==> src/rtl/br_puf_pkg.sv <==
// Shared types, defaults and helpers for the bistable-ring PUF evaluation sequencer.
package br_puf_pkg;

    localparam int unsigned BR_CW            = 128;
    localparam int unsigned BR_RST_CYCLES    = 4;
    localparam int unsigned BR_SETTLE_CYCLES = 64;

    typedef logic [2:0] br_state_t;

    localparam br_state_t ST_IDLE     = 3'd0;
    localparam br_state_t ST_RING_RST = 3'd1;
    localparam br_state_t ST_SETTLE   = 3'd2;
    localparam br_state_t ST_SAMPLE   = 3'd3;
    localparam br_state_t ST_VOTE     = 3'd4;
    localparam br_state_t ST_DONE     = 3'd5;

    // Strict majority of n votes.
    function automatic logic majority(input int unsigned ones, input int unsigned n);
        return ones > (n / 2);
    endfunction

endpackage

==> src/rtl/br_puf_eval_ctrl_sync.sv <==
// Two-flop synchronizer for the asynchronous ring output.
module br_sync2 (
    input  logic CLK,
    input  logic RESET,
    input  logic d,
    output logic q
);

    logic meta;

    always_ff @(posedge CLK or posedge RESET) begin
        if (RESET) begin
            meta <= 1'b0;
            q    <= 1'b0;
        end else begin
            meta <= d;
            q    <= meta;
        end
    end

endmodule

==> src/rtl/br_puf_eval_ctrl.sv <==
// Sequences repeated bistable-ring evaluations per challenge rotation and
// majority-votes the synchronized ring output into a response word.
module br_puf_eval_ctrl
    import br_puf_pkg::*;
#(
    parameter int unsigned CW            = BR_CW,
    parameter int unsigned RESP_BITS     = 8,
    parameter int unsigned NUM_EVAL      = 7,
    parameter int unsigned RST_CYCLES    = BR_RST_CYCLES,
    parameter int unsigned SETTLE_CYCLES = BR_SETTLE_CYCLES
) (
    input  logic                 CLK,
    input  logic                 RESET,
    input  logic                 req_valid,
    output logic                 req_ready,
    input  logic [CW-1:0]        req_challenge,
    output logic                 resp_valid,
    input  logic                 resp_ready,
    output logic [RESP_BITS-1:0] resp_data,
    output logic [RESP_BITS-1:0] resp_unstable,
    output logic                 br_reset,
    output logic [CW-1:0]        br_c,
    input  logic                 br_out
);

    localparam int unsigned EW        = $clog2(NUM_EVAL + 1);
    localparam int unsigned PHASE_MAX = (RST_CYCLES > SETTLE_CYCLES) ? RST_CYCLES : SETTLE_CYCLES;
    localparam int unsigned PW        = $clog2(PHASE_MAX + 1);
    localparam int unsigned BW        = (RESP_BITS > 1) ? $clog2(RESP_BITS) : 1;

    localparam logic [PW-1:0] RST_LAST    = PW'(RST_CYCLES - 1);
    localparam logic [PW-1:0] SETTLE_LAST = PW'(SETTLE_CYCLES - 1);
    localparam logic [EW-1:0] EVAL_LAST   = EW'(NUM_EVAL - 1);
    localparam logic [EW-1:0] EVAL_ALL    = EW'(NUM_EVAL);
    localparam logic [BW-1:0] BIT_LAST    = BW'(RESP_BITS - 1);

    br_state_t       state, state_nxt;
    logic [PW-1:0]   phase;
    logic [EW-1:0]   eval_cnt;
    logic [EW-1:0]   ones_cnt;
    logic [BW-1:0]   bit_idx;
    logic            br_out_s;

    br_sync2 u_sync (
        .CLK   (CLK),
        .RESET (RESET),
        .d     (br_out),
        .q     (br_out_s)
    );

    assign req_ready = (state == ST_IDLE);

    always_ff @(posedge CLK or posedge RESET) begin
        if (RESET) state <= ST_IDLE;
        else       state <= state_nxt;
    end

    always_comb begin
        state_nxt = state;
        case (state)
            ST_IDLE:     if (req_valid) state_nxt = ST_RING_RST;
            ST_RING_RST: if (phase == RST_LAST) state_nxt = ST_SETTLE;
            ST_SETTLE:   if (phase == SETTLE_LAST) state_nxt = ST_SAMPLE;
            ST_SAMPLE:   state_nxt = (eval_cnt == EVAL_LAST) ? ST_VOTE : ST_RING_RST;
            ST_VOTE:     state_nxt = (bit_idx == BIT_LAST) ? ST_DONE : ST_RING_RST;
            ST_DONE:     if (resp_valid && resp_ready) state_nxt = ST_IDLE;
            default:     state_nxt = ST_IDLE;
        endcase
    end

    // Datapath; the ring is held in reset whenever the sequencer is in reset.
    always_ff @(posedge CLK or posedge RESET) begin
        if (RESET) begin
            br_reset      <= 1'b1;
            br_c          <= '0;
            phase         <= '0;
            eval_cnt      <= '0;
            ones_cnt      <= '0;
            bit_idx       <= '0;
            resp_valid    <= 1'b0;
            resp_data     <= '0;
            resp_unstable <= '0;
        end else begin
            br_reset <= (state_nxt == ST_RING_RST);
            case (state)
                ST_IDLE: begin
                    if (req_valid) begin
                        br_c     <= req_challenge;
                        bit_idx  <= '0;
                        eval_cnt <= '0;
                        ones_cnt <= '0;
                        phase    <= '0;
                    end
                end
                ST_RING_RST: phase <= (phase == RST_LAST) ? '0 : phase + PW'(1);
                ST_SETTLE:   phase <= (phase == SETTLE_LAST) ? '0 : phase + PW'(1);
                ST_SAMPLE: begin
                    ones_cnt <= ones_cnt + EW'(br_out_s);
                    eval_cnt <= eval_cnt + EW'(1);
                end
                ST_VOTE: begin
                    resp_data[bit_idx]     <= majority(32'(ones_cnt), NUM_EVAL);
                    resp_unstable[bit_idx] <= (ones_cnt != '0) && (ones_cnt != EVAL_ALL);
                    br_c                   <= {br_c[0], br_c[CW-1:1]};
                    eval_cnt               <= '0;
                    ones_cnt               <= '0;
                    if (bit_idx != BIT_LAST) bit_idx <= bit_idx + BW'(1);
                end
                // resp_valid rises the cycle after DONE is entered and drops on handshake.
                ST_DONE: resp_valid <= !(resp_valid && resp_ready);
                default: ;
            endcase
        end
    end

endmodule

==> config.mk <==
export PLATFORM = sky130hd
export DESIGN_NAME = br_puf_eval_ctrl
export DESIGN_NICKNAME = d
export VERILOG_FILES = /design/src/rtl/br_puf_pkg.sv /design/src/rtl/br_puf_eval_ctrl_sync.sv /design/src/rtl/br_puf_eval_ctrl.sv
export SDC_FILE = /design/constraint.sdc
export NUM_CORES = 1
export LEC_CHECK = 0
export CORE_MARGIN = 1.5
export CORE_UTILIZATION = 45
export DETAILED_ROUTE_END_ITERATION = 12
export PLACE_DENSITY = 0.9
export SKIP_CTS_REPAIR_TIMING = 1
export SYNTH_ARGS = -nofsm -noshare
export SYNTH_HDL_FRONTEND = slang
export SYNTH_SLANG_ARGS = --single-unit
==> constraint.sdc <==
create_clock -name CLK -period 7.5 [get_ports CLK]
set_input_delay 1.875 -clock CLK [delete_from_list [all_inputs] [get_ports CLK]]
set_output_delay 1.875 -clock CLK [all_outputs]
set_load 0.005 [all_outputs]
==> summary.md <==
## Status
• finished clean — status

## Global route
• 7029 — number of global-route vias before repair
• 0 — total congestion overflow
• 7.08% — met3 layer usage reported by global route
• 34.3 mm — wire length of the first global-routing pass
• 28.8% — routing usage on met1
• met2 — gr busiest metal
• 229 — pin count of the biggest net entering global routing
• 38.9% — met2 Track Usage GR
• 0 — number of antenna violations at the first check in global routing
• 24.1% — GRT Util Overall

## Critical path
• clkdlybuf4s50_1, o21a_4, buf_12, nor2_1, a22o_1 — CP Cell Sequence
• resp_unstable[7] — Critical R2R Capture
• buf_12 — standard cell with the maximum stage delay on the critical path
• 228 — maximum fanout along the worst path
• 0.57 ns — Max stage delay on crit path
• 7.81 ns — Data required, critical path
• 4.50 ns — slack of the worst reg-to-reg path
• req_valid — first element of the critical path
• primary input — nature of the critical path startpoint
• flip-flop — Critical Path End Type
• 4.02 ns — worst endpoint data arrival time
• 5 — r2r worst-path depth
• primary input to flip-flop — Setup Crit Path Kind
• state[0] — RR Startpoint

## Final layout
• 5.76% — share of cells above drive strength 1
• 0 — Antenna diodes
• clkdlybuf4s50_1 — commonest non-fill, non-tap cell in the layout
• 4180 um2 — area taken by flip-flops and latches
• 1255 — final-stage net count
• 44.1% — area added between synthesis and finish
• 3150 um2 — area of the multi-input gates
• 279 x clkdlybuf4s50_1, 278 x nand2_1, 166 x dfrtp_1 — commonest cells after routing, fill and taps aside
• 66.4% — final core utilization
• 1348 — final std cells w/o fill
• 1285 — number of fillers in the final layout

## Placed design
• 279 — input/output buffers
• 14.6 mm — Final HPWL DP
• 1316 — instance count after placement with tap cells included
• 0.825 — final estimated routing congestion in global placement

## Timing
• 0 — count of final setup violators
• 0.0114 ns — post-route clock skew
• 3.71 ns — final critical-path required period
• 270 MHz — highest attainable clock frequency
• 0 — Final Hold Fails
• 49.5% — post-route clock period utilization
• 37.9% — relative slew slack
• 0 ns — final setup TNS
• 0 — final count of pins violating max slew
• no — setup repair after global routing missed its margin
• 0.931 ns — actual slew at the worst max-slew pin

## Route
• 5.38 — vias per inst
• 517 — Detailed Route Iter0 Violations
• 0 — final routed DRC violation total
• 7249 — via count
• 5 — number of search-and-repair iterations in the first detailed-routing pass
• 15.8 um — WL per Instance
• 21.4 mm — final routed wirelength across all metal layers
• 0 — count of antenna-violating nets left after detailed routing

## Flow run
• 0 — maxcap violations

## Synth
• 8.73 um2 — Avg Synthesized Cell Area
• 0 — Post-synth EDFFs
• 54.7% — sequential cell area fraction in the yosys report
• dfrtp_1 — Top FF cell, synth
• 100% — fraction of registers with async set/reset
• 7640 um2 — total standard cell area after synthesis
• dfrtp_1 — leading area contributor after synthesis
• 0 — Yosys warning count
• 876 — Cells after Synth
• 1016 — number of nets in the synthesized netlist
• dfrtp_1 54%, nand2_1 14%, a31oi_1 10%, nor2_1 6.7%, buf_2 2.5% — dominant cells by area after synthesis
• 54.3% — fraction of post-synthesis cell area in the top cell type by area
• 167 — post-synthesis sequential element count
• 47 — number of library cell types mapped by synthesis

## Worst hold path
• flip-flop to flip-flop — Hold/Removal Path Class
• u_sync.q — sink of the worst hold path
• u_sync.meta — origin of the worst min-delay path
• 0 — hold depth

## Pwr
• 0.217 mV — worst ir drop on vdd
• 361 nW/um2 — Cell Pwr Density
• 4.67 nW — static leakage power

## Floorplanning
• 280 — total I/O pin count
• 46.1% — initial core utilization
• 47 — Cell Rows
• 133 um — die outline width
• 16600 um2 — core region area
• 17800 um2 — area of the die
• 133 um — height of the die

## Clocking
• 0.07 ns — clock-pin transition on the worst setup and hold timing paths
• 2 — buffer depth of the longest clock path
• 167 — number of clock sinks
• yes — CTS tree
• 17 — Inserted Clock Buffers
• 4 — H-tree level count
• 0.43 ns — worst skew pair latency
• clkbuf_16 — Root Buffer

-- logic make-up (layout without fill, tap and decap cells) --
group	count (synthesis)	after routing	synth area share [%]
xor+xnor	3	3	0.344
mux	16	16	2.36
fa+ha+maj	7	7	1.15
compound gates	163	163	13.8
simple gates	450	450	23.3
buf+inv	70	322	4.37
flops	167	167	54.7
-- per-stage QoR --
step           hold WS [ns]  worst slack [ns]  power [mW]  instance area (um2)
2_1_floorplan         0.331              1.11        2.22                 7640
3_3_place_gp          0.334              3.51        3.11                10500
3_5_place_dp          0.342              3.45        3.18                10500
4_1_cts               0.358              3.83        4.00                11000
5_1_grt               0.368              3.71        4.22                11000
6_report              0.354              3.79        3.98                11000
-- flip-flops by register name (all words and copies together), names as in the netlist, 3 cells and up --
name           count
bit_idx            3
ones_cnt           3
resp_data          8
resp_unstable      8
phase              7
state              3
br_c             128
eval_cnt           3
-- layer usage --
layer  vias up  part of all wire [%]
met5         -                     0
met4         0                   4.9
met3        70                   8.2
met2       305                    48
met1      3446                    39
li1       3428                     -
-- critical path: cells and delay by family --
kind | cells | cell delay (ns)
buffers and inverters | 2 | 1.11
AND/OR/NAND/NOR | 1 | 0.20
AO/OA/AOI/OAI | 2 | 0.59
-- where the power goes --
group          switching (mW)  internal, mW  leakage (nW)  total [mW]
Sequential              0.336          1.28          1.93        1.61
Clock                   0.371         0.437         0.251       0.807
Combinational           0.630         0.926          2.48        1.56
-- Yosys cell counts (2+ instances only) --
master and count:
buf_2 38, and3_1 2, nor3_1 4, nand2_1 279
nor2_1 137, and2_1 2, clkbuf_8 2, a21oi_1 7
xor2_1 3, a31oi_1 128, or2b_2 2, or3_1 2
clkbuf_1 22, ha_1 7, nand3_1 8, inv_1 6
dfrtp_1 166, nor2b_1 5, mux2_2 16, o21ai_0 8
o22ai_1 3, a22o_1 4
-- layout make-up --
cell class / instances / share of cell area, %
Tap cell: 220 / 2.50
Timing Repair Buffer: 284 / 25.8
Multi-Input combinational cell: 639 / 28.6
Sequential cell: 167 / 37.9
Clock buffer: 20 / 4.05
Clock inverter: 12 / 0.852
Inverter: 6 / 0.250
-- how the worst max path moves through the flow --
| stage | end |
|---|---|
| floorplan | bit_idx[0] |
| global placement | br_c[29] |
| detailed placement | ones_cnt[1] |
| CTS | req_ready |
| global route | br_c[127] |
| finish | ones_cnt[1] |
Note: power is estimated with default switching activity, not from simulation.
